## src/rtl/cart_pkg.sv

```systemverilog
// Shared types and constants for the cartridge bank-switch controller.
// Optional macro CART_MAPPER_F4_EN enables the 32K F4 size and its eight-bank decode.
package cart_pkg;

  typedef enum logic [1:0] {
    SIZE_4K = 2'b00,
    SIZE_F8 = 2'b01,
    SIZE_F4 = 2'b10,
    SIZE_F6 = 2'b11
  } size_e;

  typedef enum logic {
    ST_RUN  = 1'b0,
    ST_LOAD = 1'b1
  } state_e;

  localparam logic [12:0] HS_F8 = 13'h1FF8;
  localparam logic [12:0] HS_F6 = 13'h1FF6;
  localparam logic [12:0] HS_F4 = 13'h1FF4;

  // SuperChip windows are 128 bytes, so only address bits [12:7] select them
  localparam logic [12:0] SC_WR_BASE = 13'h1000;
  localparam logic [12:0] SC_RD_BASE = 13'h1080;

  function automatic size_e size_of(input logic [2:0] page);
    size_e s;
    case (page)
      3'd0:       s = SIZE_4K;
      3'd1:       s = SIZE_F8;
      3'd2, 3'd3: s = SIZE_F6;
`ifdef CART_MAPPER_F4_EN
      default:    s = SIZE_F4;
`else
      default:    s = SIZE_F6;
`endif
    endcase
    return s;
  endfunction

  function automatic logic [2:0] bank_mask(input size_e s, input logic [2:0] b);
    logic [2:0] m;
    case (s)
      SIZE_4K: m = 3'b000;
      SIZE_F8: m = {2'b00, b[0]};
      SIZE_F6: m = {1'b0, b[1:0]};
`ifdef CART_MAPPER_F4_EN
      SIZE_F4: m = b;
`endif
      default: m = 3'b000;
    endcase
    return m;
  endfunction

endpackage

```

## src/rtl/cart_hotspot_dec.sv

```systemverilog
// Combinational hotspot decoder: maps a CPU address to a bank for the current ROM size.
// F4 decode exists only when CART_MAPPER_F4_EN is defined.
module cart_hotspot_dec
  import cart_pkg::*;
(
  input  logic [1:0]  rom_size_i,
  input  logic [12:0] cpu_addr_i,
  output logic        hit_o,
  output logic [2:0]  new_bank_o
);

  logic [12:0] off_s;

  // Offset from the size's hotspot base; addresses below the base wrap high and miss
  always_comb begin
    hit_o      = 1'b0;
    new_bank_o = 3'b000;
    off_s      = 13'd0;
    case (rom_size_i)
      SIZE_F8: begin
        off_s = cpu_addr_i - HS_F8;
        if (off_s < 13'd2) begin
          hit_o      = 1'b1;
          new_bank_o = off_s[2:0];
        end else begin
          hit_o      = 1'b0;
          new_bank_o = 3'b000;
        end
      end
      SIZE_F6: begin
        off_s = cpu_addr_i - HS_F6;
        if (off_s < 13'd4) begin
          hit_o      = 1'b1;
          new_bank_o = off_s[2:0];
        end else begin
          hit_o      = 1'b0;
          new_bank_o = 3'b000;
        end
      end
`ifdef CART_MAPPER_F4_EN
      SIZE_F4: begin
        off_s = cpu_addr_i - HS_F4;
        if (off_s < 13'd8) begin
          hit_o      = 1'b1;
          new_bank_o = off_s[2:0];
        end else begin
          hit_o      = 1'b0;
          new_bank_o = 3'b000;
        end
      end
`endif
      default: begin
        hit_o      = 1'b0;
        new_bank_o = 3'b000;
      end
    endcase
  end

endmodule

```

## src/rtl/cart_mapper.sv

```systemverilog
// Cartridge bank-switch controller: load-time size tracking, hotspot banking, SuperChip selects.
// Optional macro CART_MAPPER_F4_EN adds the 32K F4 size with live bank_o[2].
module cart_mapper
  import cart_pkg::*;
#(
  parameter bit         SC_EN      = 1'b1,
  parameter logic [2:0] START_BANK = 3'd0
) (
  input  logic        clk_i,
  input  logic        rst_i,
  input  logic        cpu_rst_i,
  input  logic        cpu_en_i,
  input  logic [12:0] cpu_addr_i,
  input  logic        cpu_we_i,
  input  logic        load_active_i,
  input  logic        load_we_i,
  input  logic [14:0] load_addr_i,
  input  logic        sc_disable_i,
  output logic [14:0] rom_addr_o,
  output logic [2:0]  bank_o,
  output logic [1:0]  rom_size_o,
  output logic        cart_ram_rd_cs_o,
  output logic        cart_ram_we_o,
  output logic [6:0]  cart_ram_addr_o,
  output logic        loading_o
);

  state_e     state_q, state_d;
  size_e      size_q, size_d, size_new_s;
  logic [2:0] bank_q, bank_d;
  logic [2:0] max_page_q, max_page_d, page_eff_s;
  logic       hs_hit_s;
  logic [2:0] hs_bank_s;
  logic       sc_active_s;
  logic       load_addr_unused;

  assign load_addr_unused = ^load_addr_i[11:0];

  cart_hotspot_dec u_dec (
    .rom_size_i (size_q),
    .cpu_addr_i (cpu_addr_i),
    .hit_o      (hs_hit_s),
    .new_bank_o (hs_bank_s)
  );

  // Next state: FSM, load-size tracking and bank register
  always_comb begin
    state_d    = state_q;
    size_d     = size_q;
    bank_d     = bank_q;
    max_page_d = max_page_q;
    // A write on the final LOAD cycle still counts toward the size
    if (load_we_i && (load_addr_i[14:12] > max_page_q)) begin
      page_eff_s = load_addr_i[14:12];
    end else begin
      page_eff_s = max_page_q;
    end
    size_new_s = size_of(page_eff_s);
    case (state_q)
      ST_RUN: begin
        if (cpu_en_i && hs_hit_s) begin
          bank_d = hs_bank_s;
        end else begin
          bank_d = bank_q;
        end
        if (cpu_rst_i) begin
          bank_d = bank_mask(size_q, START_BANK);
        end else begin
          bank_d = bank_d;
        end
        if (load_active_i) begin
          state_d    = ST_LOAD;
          max_page_d = 3'd0;
        end else begin
          state_d    = ST_RUN;
          max_page_d = max_page_q;
        end
      end
      ST_LOAD: begin
        max_page_d = page_eff_s;
        if (cpu_rst_i) begin
          bank_d = bank_mask(size_q, START_BANK);
        end else begin
          bank_d = bank_q;
        end
        if (!load_active_i) begin
          state_d = ST_RUN;
          size_d  = size_new_s;
          bank_d  = bank_mask(size_new_s, START_BANK);
        end else begin
          state_d = ST_LOAD;
          size_d  = size_q;
        end
      end
      default: begin
        state_d = ST_RUN;
      end
    endcase
`ifndef CART_MAPPER_F4_EN
    bank_d[2] = 1'b0;
`endif
  end

  // State registers with synchronous reset
  always_ff @(posedge clk_i) begin
    if (rst_i) begin
      state_q    <= ST_RUN;
      size_q     <= SIZE_4K;
      bank_q     <= bank_mask(SIZE_4K, START_BANK);
      max_page_q <= 3'd0;
    end else begin
      state_q    <= state_d;
      size_q     <= size_d;
      bank_q     <= bank_d;
      max_page_q <= max_page_d;
    end
  end

  // SuperChip decode is live only for F6 images while running
  always_comb begin
    sc_active_s      = SC_EN && (size_q == SIZE_F6) && !sc_disable_i && (state_q == ST_RUN);
    cart_ram_we_o    = sc_active_s && (cpu_addr_i[12:7] == SC_WR_BASE[12:7]) && cpu_we_i && cpu_en_i;
    cart_ram_rd_cs_o = sc_active_s && (cpu_addr_i[12:7] == SC_RD_BASE[12:7]) && !cpu_we_i;
  end

  assign bank_o          = bank_q;
  assign rom_addr_o      = {bank_q, cpu_addr_i[11:0]};
  assign rom_size_o      = size_q;
  assign cart_ram_addr_o = cpu_addr_i[6:0];
  assign loading_o       = (state_q == ST_LOAD);

endmodule

```

## config.mk

```make
export PLATFORM = sky130hd
export DESIGN_NAME = cart_mapper
export DESIGN_NICKNAME = d
export VERILOG_FILES = /design/src/rtl/cart_pkg.sv /design/src/rtl/cart_hotspot_dec.sv /design/src/rtl/cart_mapper.sv
export SDC_FILE = /design/constraint.sdc
export NUM_CORES = 1
export LEC_CHECK = 0
export BUFFER_PORTS_ARGS = -buffer_cell sky130_fd_sc_hd__buf_2
export CAP_MARGIN = 20
export CORE_ASPECT_RATIO = 1.1
export CORE_MARGIN = 2
export CORE_UTILIZATION = 37
export DETAILED_ROUTE_END_ITERATION = 6
export PLACE_DENSITY = 0.79
export SLEW_MARGIN = 20
export SYNTH_ARGS = -nofsm -noshare
export SYNTH_HDL_FRONTEND = slang
export SYNTH_SLANG_ARGS = --single-unit
```

## constraint.sdc

```tcl
create_clock -name clk_i -period 2.1 [get_ports clk_i]
set_clock_uncertainty 0.1 [all_clocks]
set_input_delay 0.42 -clock clk_i [delete_from_list [all_inputs] [get_ports clk_i]]
set_output_delay 0.42 -clock clk_i [all_outputs]
set_load 0.005 [all_outputs]
```

==> flow_summary.yaml, run 1 <==
global_route:
  gr-usage-all-layers: 0.147
  antenna_found_initial: 0
  grt_pass1_vias: 895
  grt_max_degree: 11
  gr-total-overflow: 0
  grt_pass1_wl_um: 3390
route:
  drcViolationCount: 0
  dr.pass1.iters: 4
  num_vias: 978
  detail-route-antenna-nets: 0
  wirelength_um: 2190
  wl_per_cell_um: 11.4
  vias_per_cell: 5.09
  drt-initial-drc-count: 17
sta:
  fin_crit_ns: 1.97
  whs_ns: 0.348
  tightest_slew_ns: 0.543
  hold_viol_final: 0
  rsz0062_at_grt: "false"
  finalSetupViolCount: 0
  fmax_mhz: 509
  maxSlewViolCount: 0
  finalCritPeriodShare: 0.936
  relSlewSlack: 0.637
cts:
  cts_sinks: 8
  insertion_delay_ns: 0.25
  post_cts_buffers: 0
  cts_buffers: 3
  clockBufferDepth: 2
  ctsRootBufferMaster: "clkbuf_4"
  post_cts_resized: 0
  cts_tree: "yes"
  cts.reportedPaths.clkPinSlew_ns: 0.05
  htree_levels: 1
  ctsHoldBuffers: 0
power_and_ir_drop:
  total_power_w: 0.000409
  internal_power_w: 0.000287
  comb_power_share: 0.323
  swShare: 0.298
  p_per_area_mw_per_mm2: 355
  ir_drop_v: 0.000335
  leakagePower_nw: 0.574
  clkPwrFrac: 0.285
  p_seq_frac: 0.393
  netSwitchingPower_w: 0.000122
placement:
  gp_congestion: 0.820
  portBuffers: 51
  hpwl_um: 1880
setup_path:
  cp_common_cell: "nor3b_1"
  path_buf_inv: 1
  cpMaxStageDelayCell: "dfxtp_1"
  endpoint_kind: "output pin"
  path_max_fanout: 5
  crit_chain: "nand2_1 > nor3b_1 > nand3_1 > nor3b_1 > buf_2"
  critical_path.top_delay_family: "simple AND/OR/NAND/NOR gates"
  critPathLaunchType: "flop"
  crit_arrival_ns: 1.45
  critPathMaxStageDelay_ns: 0.40
  required_ns: 1.58
  critical_path_class: "reg -> out"
yosys:
  synth.top_cell.area_share: 0.188
  synth.area.top_cells: "buf_4 (19%), dfxtp_1 (17%), ha_1 (6.8%)"
  synthCells: 120
  synth_top_area_cell: "buf_4"
  synth_seq_cells: 8
  async_flop_share: 0
  ys_warn_count: 0
  synth-edff-count: 0
  ys_types: 36
  synth_area_um2: 920
  yosysSeqAreaShare: 0.174
  avgSynthCellArea_um2: 7.66
  ys.flop_type: "dfxtp_1"
die:
  die_x_um: 51.5
  num_rows: 18
  io_pins: 66
  die_h_um: 56.3
  core_area_mm2: 0.00230
  die-area_mm2: 0.00290
  start_util: 0.400
cells_and_area:
  final_nets: 205
  fillCellCount: 236
  antenna_cells: 0
  areaGrowthSynthToFinish_pct: 25.3
  layout-drive-gt1-share: 0.438
  seq_area_um2: 160
  multi_input_area_um2: 553
  utilization: 0.502
min_path:
  hp-class: "in -> reg"
flow_run:
  cap_violations: 0
status:
  status: "complete, no violations"
==> cells in the mapped netlist (all sizes together) (4+ instances only) <==
cell   number
a21oi       6
nand2       7
nor2       11
mux2i       5
ha          5
nor2b       4
nor4b       4
buf        23
inv         9
dfxtp       8
==> state kept, by name (all words and copies together), names as in the netlist <==
register	cells
max_page_q	3
bank_o	2
rom_size_o	2
loading_o	1
==> stage by stage <==
step	setup TNS, ns	std cells	instance area, µm²	setup WS (ns)
2_1_floorplan	0	121	923	0.108
3_3_place_gp	-0.117	189	1130	-0.104
3_5_place_dp	-0.323	189	1130	-0.110
4_1_cts	0	192	1150	0.0828
5_1_grt	0	192	1150	0.0102
6_report	0	192	1150	0.134
==> area by class of cell <==
class | instances | share of cell area
multi-input combinational | 79 | 0.480
timing repair buffer | 63 | 0.300
sequential | 8 | 0.139
tap | 30 | 0.0326
inverter | 9 | 0.0293
clock buffer | 3 | 0.0195
==> power groups by stage <==
stage / sequential [W] / clock [W] / combinational (W)
after floorplan: 0.000163 / 0 / 0.0000806
after global placement: 0.000164 / 0 / 0.000126
after detailed placement: 0.000164 / 0 / 0.000131
after CTS: 0.000161 / 0.000120 / 0.000132
after global routing: 0.000161 / 0.000127 / 0.000147
final: 0.000161 / 0.000116 / 0.000132
==> path summary, 6_finish.rpt <==
| kind | from | endpoint | slack (ns) | cells past startpoint |
|---|---|---|---|---|
| worst max-delay path | rom_size_o[0]$_SDFFE_PP0P_ | cart_ram_rd_cs_o | 0.13 | 5 |
| worst min-delay path | load_addr_i[14] | max_page_q[2]$_SDFFE_PP0P_ | 0.35 | 3 |
| worst max register to register | max_page_q[1]$_SDFFE_PP0P_ | rom_size_o[0]$_SDFFE_PP0P_ | 0.17 | 7 |
| worst min register to register | rom_size_o[1]$_SDFFE_PP0P_ | rom_size_o[1]$_SDFFE_PP0P_ | 0.45 | 2 |
==> worst register-to-register path: stages, from the launching register on <==
cell,delay [ns]
dfxtp_1,0.32
inv_1,0.06
ha_1,0.29
nor2b_1,0.15
o21ai_0,0.13
a21oi_2,0.20
mux2_2,0.36
a311oi_1,0.24
==> cell families after synthesis <==
| group | Yosys count | synth area share |
|---|---|---|
| xor gates and xnor gates | 1 | 0.00953 |
| other | 1 | 0.00408 |
| DFF | 8 | 0.174 |
| and+or+nand+nor | 44 | 0.278 |
| muxes | 8 | 0.0912 |
| AOI/OAI and AO/OA | 19 | 0.143 |
| adders and majority gates | 5 | 0.0680 |
| buffers and inverters | 34 | 0.233 |
==> cells in the final DEF (no fill, tap or decap), types with 2 or more instances in the layout <==
cell type,instances
nor4_1,2
a21oi_1,5
mux2_2,2
o21ai_0,2
nor4b_1,4
inv_1,9
nor2_1,11
nor3_1,3
nand2_1,7
a211oi_1,2
or4_1,3
dfxtp_1,8
ha_1,5
conb_1,2
nand3_1,3
buf_4,12
mux2i_1,5
nor3b_1,2
buf_2,51
clkbuf_4,3
nor2b_1,4
==> per-layer routing <==
metal	vias up	share of wire	GRT usage
met5	-	0	0
met4	0	0.0059	0.0526
met3	2	0.062	0.0160
met2	39	0.53	0.291
met1	449	0.40	0.151
li1	488	-	-
Power figures use the tool's default switching activity.
==> run 2: changes to the inputs <==
--- a/config.mk
+++ b/config.mk
@@ -9,9 +9,9 @@
 export CAP_MARGIN = 20
 export CORE_ASPECT_RATIO = 1.1
 export CORE_MARGIN = 2
-export CORE_UTILIZATION = 37
+export CORE_UTILIZATION = 40
 export DETAILED_ROUTE_END_ITERATION = 6
-export PLACE_DENSITY = 0.79
+export PLACE_DENSITY = 0.87
 export SLEW_MARGIN = 20
 export SYNTH_ARGS = -nofsm -noshare
 export SYNTH_HDL_FRONTEND = slang
==> constraint.sdc (replaced) <==
create_clock -name clk_i -period 2.2 [get_ports clk_i]
set_clock_uncertainty 0.1 [all_clocks]
set_input_delay 0.44 -clock clk_i [delete_from_list [all_inputs] [get_ports clk_i]]
set_output_delay 0.44 -clock clk_i [all_outputs]
set_load 0.005 [all_outputs]
==> run 2 against run 1 <==
Effect of this change: worst hold slack better by 0.016 ns; first-iteration DRC count is 65% lower; combinational power down 11%; design area is 2.9% lower; utilization is 0.52 points higher; wire length decreased by 10%; global-route usage up 1.4 points; clock-buffer cell count did not move; critical path depth is the same; final cell count decreased by 2.1%; total power down 6.3%.
==> flow_summary.yaml, run 2 (same netlist as run 1, synthesis figures left out) <==
global_route:
  grt_pass1_vias: 850
  grt_max_degree: 11
  antenna_found_initial: 0
  gr-usage-all-layers: 0.161
  gr-total-overflow: 0
  grt_pass1_wl_um: 3350
cells_and_area:
  utilization: 0.507
  layout-drive-gt1-share: 0.418
  fillCellCount: 246
  final_nets: 201
  antenna_cells: 0
  seq_area_um2: 160
  final_area_mm2: 0.00112
  multi_input_area_um2: 549
  layout_commonest_cell: "buf_2"
  final_cell_mix: "buf_2 (51), nor2_1 (11), inv_1 (9), dfxtp_1 (8), buf_4 (8)"
  areaGrowthSynthToFinish_pct: 21.6
  final_cells: 188
  regMostFlops: "max_page_q"
  largest_register_ffs: 3
cts:
  htree_levels: 1
  insertion_delay_ns: 0.25
  cts_buffers: 3
  ctsHoldBuffers: 0
  post_cts_buffers: 0
  ctsRootBufferMaster: "clkbuf_4"
  post_cts_resized: 0
  cts.reportedPaths.clkPinSlew_ns: 0.06
  clockBufferDepth: 2
  cts_tree: "yes"
  cts_sinks: 8
route:
  detail-route-antenna-nets: 0
  dr.pass1.iters: 4
  drcViolationCount: 0
  drt-initial-drc-count: 6
  vias_per_cell: 4.92
  wirelength_um: 1970
  num_vias: 925
  wl_per_cell_um: 10.5
sta:
  fin_ws_ns: 0.201
  finalCritPeriodShare: 0.908
  relSlewSlack: 0.648
  hold_viol_final: 0
  fmax_mhz: 500
  maxSlewViolCount: 0
  finalSetupViolCount: 0
  rsz0062_at_grt: "false"
  tightest_slew_ns: 0.522
  fin_crit_ns: 2.00
setup_path:
  rr_worst_depth: 7
  path_max_fanout: 5
  required_ns: 1.66
  endpoint_kind: "output pin"
  critPathLaunchType: "flop"
  rr_startpoint: "max_page_q[1]$_SDFFE_PP0P_"
  crit_arrival_ns: 1.46
  critPathLaunch: "rom_size_o[0]$_SDFFE_PP0P_"
  r2r-end: "rom_size_o[0]$_SDFFE_PP0P_"
  r2r_slack_ns: 0.26
  critical_path_class: "reg -> out"
placement:
  dpl_cell_area_mm2: 0.00110
  hpwl_um: 1700
  portBuffers: 51
  gp_congestion: 0.769
  dp_slack_ns: -0.0544
  dpl.cell_count: 185
status:
  status: "complete, no violations"
die:
  io_pins: 66
  die_x_um: 49.7
  num_rows: 18
  die-area_mm2: 0.00270
  core_area_mm2: 0.00221
  die_h_um: 54.3
  start_util: 0.417
power_and_ir_drop:
  swShare: 0.295
  internal_power_w: 0.000270
  clkPwrFrac: 0.292
  netSwitchingPower_w: 0.000113
  ir_drop_v: 0.000302
  leakagePower_nw: 0.555
  total_power_w: 0.000383
  p_per_area_mw_per_mm2: 343
  comb_power_share: 0.307
  p_seq_frac: 0.401
min_path:
  hold_end: "loading_o$_SDFF_PP0_"
  worstHoldStart: "load_active_i"
  hp-class: "in -> reg"
  hold_depth: 2
flow_run:
  cap_violations: 0
==> run 2: cell count changes in the layout (fill, tap and decap cells not counted), sizes merged <==
cell | previous run | this run
buf | 63 | 59
==> run 2: layout make-up <==
| class | count | area share |
|---|---|---|
| well taps | 30 | 0.0336 |
| clock buffers | 3 | 0.0201 |
| repair buffers | 59 | 0.282 |
| inverters | 9 | 0.0302 |
| flip-flops and latches | 8 | 0.143 |
| multi-input cells | 79 | 0.491 |
==> run 2: critical path, stage by stage (launching register included) <==
cell	delay [ns]
dfxtp_1	0.40
nand2_1	0.10
nor3b_1	0.24
nand3_1	0.13
nor3b_1	0.19
buf_2	0.14
==> run 2: metal layers <==
layer  global-route usage  wire length [µm]  vias up
met2                0.320              1010       35
met3               0.0219               131        4
met1                0.164               790      408
met4               0.0972                34        0
met5                    0                 0        -
li1                     -                 -      478
==> run 2: stage by stage <==
step           setup TNS [ns]  hold slack [ns]
2_1_floorplan               0            0.413
3_3_place_gp          -0.0506            0.416
3_5_place_dp          -0.0544            0.424
4_1_cts                     0            0.354
5_1_grt                     0            0.359
6_report                    0            0.364
==> run 2: power groups by stage <==
| stage | clock [W] | combinational [W] | sequential, W |
|---|---|---|---|
| finish | 0.000112 | 0.000118 | 0.000154 |
| global route | 0.000128 | 0.000136 | 0.000154 |
| CTS | 0.000117 | 0.000119 | 0.000154 |
| detailed placement | 0 | 0.000119 | 0.000157 |
| global placement | 0 | 0.000117 | 0.000156 |
| floorplan | 0 | 0.0000770 | 0.000156 |
==> run 2: how the worst max path moves through the flow <==
stage	endpoint	cells past startpoint
4_1_cts	cart_ram_rd_cs_o	5
6_report	cart_ram_rd_cs_o	5
2_1_floorplan	bank_o[0]$_SDFFE_PP0P_	6
3_3_place_gp	bank_o[0]$_SDFFE_PP0P_	7
3_5_place_dp	bank_o[0]$_SDFFE_PP0P_	7
5_1_grt	cart_ram_rd_cs_o	5
==> run 3: changes to the inputs <==
--- a/config.mk
+++ b/config.mk
@@ -9,10 +9,11 @@
 export CAP_MARGIN = 20
 export CORE_ASPECT_RATIO = 1.1
 export CORE_MARGIN = 2
-export CORE_UTILIZATION = 40
+export CORE_UTILIZATION = 41
 export DETAILED_ROUTE_END_ITERATION = 6
 export PLACE_DENSITY = 0.87
 export SLEW_MARGIN = 20
 export SYNTH_ARGS = -nofsm -noshare
 export SYNTH_HDL_FRONTEND = slang
+export SYNTH_HIERARCHICAL = 1
 export SYNTH_SLANG_ARGS = --single-unit
==> run 3 against run 2 <==
Effect of this change: worst setup slack worse by 0.34 ns; critical endpoint is now bank_o[1]$_SDFFE_PP0P_; the flow now finishes with violations (negative setup slack); largest cell class unchanged; largest power group is now combinational cells; global-route usage up 0.58 points; total power up 13%.
==> flow_summary.yaml, run 3 <==
status:
  status: "complete, but fails checks"
  violations: "negative setup slack"
die:
  num_rows: 18
  die_h_um: 54.7
  die_x_um: 50.1
  start_util: 0.429
  io_pins: 66
  die-area_mm2: 0.00274
  core_area_mm2: 0.00223
setup_path:
  crit_arrival_ns: 2.43
  critical_path.top_delay_family: "simple AND/OR/NAND/NOR gates"
  path_buf_inv: 1
  critPathLaunch: "cpu_addr_i[2]"
  endpoint_kind: "flop"
  critPathMaxStageDelay_ns: 0.57
  critical_path_class: "in -> reg"
  crit_chain: "buf_8 > ha_4 > or2_4 > a31oi_1 > a21oi_1 > a21o_1 > or4_4 > nand2_4 > nand2_4 > nor4b_4 > a21oi_1 > nor2_1"
  critPathLaunchType: "primary input"
  path_max_fanout: 5
  rr_startpoint: "rom_size_o[1]$_SDFFE_PP0P_"
  cpMaxStageDelayCell: "or4_4"
  required_ns: 2.29
global_route:
  busiest_layer: "met2"
  antenna_found_initial: 0
  gr-usage-all-layers: 0.167
  met3_usage: 0.0164
  grt_pass1_vias: 896
  grt_pass1_wl_um: 3470
  use_met2: 0.349
  gr-total-overflow: 0
  met1_usage: 0.160
  grt_max_degree: 10
sta:
  fin_crit_ns: 2.34
  rsz0062_at_grt: "true"
  fmax_mhz: 428
  hold_viol_final: 0
  finalCritPeriodShare: 1.06
  fin_ws_ns: -0.136
  finalSetupTns_ns: -0.317
  finalSetupViolCount: 4
  maxSlewViolCount: 0
cells_and_area:
  fillCellCount: 208
  layout-drive-gt1-share: 0.509
  utilization: 0.602
  antenna_cells: 0
  largest_register_ffs: 3
  final_cell_mix: "buf_2 (47), buf_4 (20), nand2_1 (10)"
  areaGrowthSynthToFinish_pct: 40.3
  regMostFlops: "max_page_q"
  layout_commonest_cell: "buf_2"
  final_nets: 218
cts:
  cts_sinks: 8
  cts_tree: "yes"
  htree_levels: 1
  cts.reportedPaths.clkPinSlew_ns: 0.05
  ctsRootBufferMaster: "clkbuf_4"
  clockBufferDepth: 2
  insertion_delay_ns: 0.26
  cts_buffers: 3
min_path:
  worstHoldStart: "load_active_i"
  hp-class: "in -> reg"
route:
  drcViolationCount: 0
  wl_per_cell_um: 11.6
  drt-initial-drc-count: 27
  vias_per_cell: 5.08
  wirelength_um: 2370
  dr.pass1.iters: 4
  detail-route-antenna-nets: 0
  num_vias: 1041
power_and_ir_drop:
  p_per_area_mw_per_mm2: 323
  ir_drop_v: 0.000277
  leakagePower_nw: 0.658
yosys:
  ys_warn_count: 6
  synthCells: 125
  avgSynthCellArea_um2: 7.66
  synth_area_um2: 957
flow_run:
  cap_violations: 0
placement:
  hpwl_um: 1870
  portBuffers: 51
  gp_congestion: 0.840
[run 3: changes by cell type in the layout (fill, tap and decap cells not counted), moves of 3 or more]
cell | previous run | this run
buf_2 | 51 | 47
buf_4 | 8 | 20
nand2_1 | 7 | 10
nand2b_1 | 0 | 6
nand4_1 | 0 | 3
nor2_1 | 11 | 8
nor4b_1 | 4 | 0
[run 3: layer usage]
| layer | part of all wire | vias up |
|---|---|---|
| met4 | 0.023 | 0 |
| met5 | 0 | - |
| li1 | - | 512 |
| met1 | 0.38 | 483 |
| met3 | 0.054 | 5 |
| met2 | 0.55 | 41 |
[run 3: final timing paths]
path / end / slack [ns] / cells after the start
max: bank_o[1]$_SDFFE_PP0P_ / -0.14 / 12
min: loading_o$_SDFF_PP0_ / 0.33 / 2
max reg2reg: bank_o[1]$_SDFFE_PP0P_ / 0.10 / 9
min reg2reg: max_page_q[2]$_SDFFE_PP0P_ / 0.38 / 2
[run 3: where the power goes]
part           leakage (nW)  total [W]  switching, W  internal [W]
Sequential           0.0650   0.000154    0.00000513      0.000149
Combinational         0.579   0.000162     0.0000774     0.0000851
Clock                0.0138   0.000117     0.0000545     0.0000627
[run 3: area by class of cell]
class | instances | area, µm² | share of cell area
Multi-Input combinational cell | 86 | 669 | 0.499
Timing Repair Buffer | 70 | 423 | 0.315
Sequential cell | 8 | 160 | 0.119
Tap cell | 30 | 37.5 | 0.0280
Inverter | 8 | 30.0 | 0.0224
Clock buffer | 3 | 22.5 | 0.0168
[run 3: repair_timing]
| action | 4_1_cts | 5_1_grt |
|---|---|---|
| pin swaps | 12 | 10 |
| setup endpoints to repair | 4 | 4 |
| hold buffers | 0 | 0 |
| gates resized for setup | 6 | 8 |
| setup buffers | 1 | 0 |
| hold endpoints to repair | 0 | 0 |
[run 3: through the flow]
step / std cells / setup WS [ns] / area (µm²) / power [W] / hold slack, ns
after floorplan: 126 / -0.125 / 993 / 0.000242 / 0.338
after global placement: 201 / -0.375 / 1240 / 0.000305 / 0.347
after detailed placement: 201 / -0.413 / 1240 / 0.000309 / 0.376
after CTS: 205 / -0.144 / 1300 / 0.000434 / 0.323
after global routing: 205 / -0.216 / 1340 / 0.000461 / 0.360
final: 205 / -0.136 / 1340 / 0.000434 / 0.332
[run 3: worst register-to-register path: stages, from the launching register on]
cell	delay, ns
dfxtp_1	0.39
nand2_1	0.13
nor4_4	0.22
nand2_1	0.08
or4_4	0.56
nand2_4	0.10
nand2_4	0.06
nor4b_4	0.24
a21oi_1	0.06
nor2_1	0.08
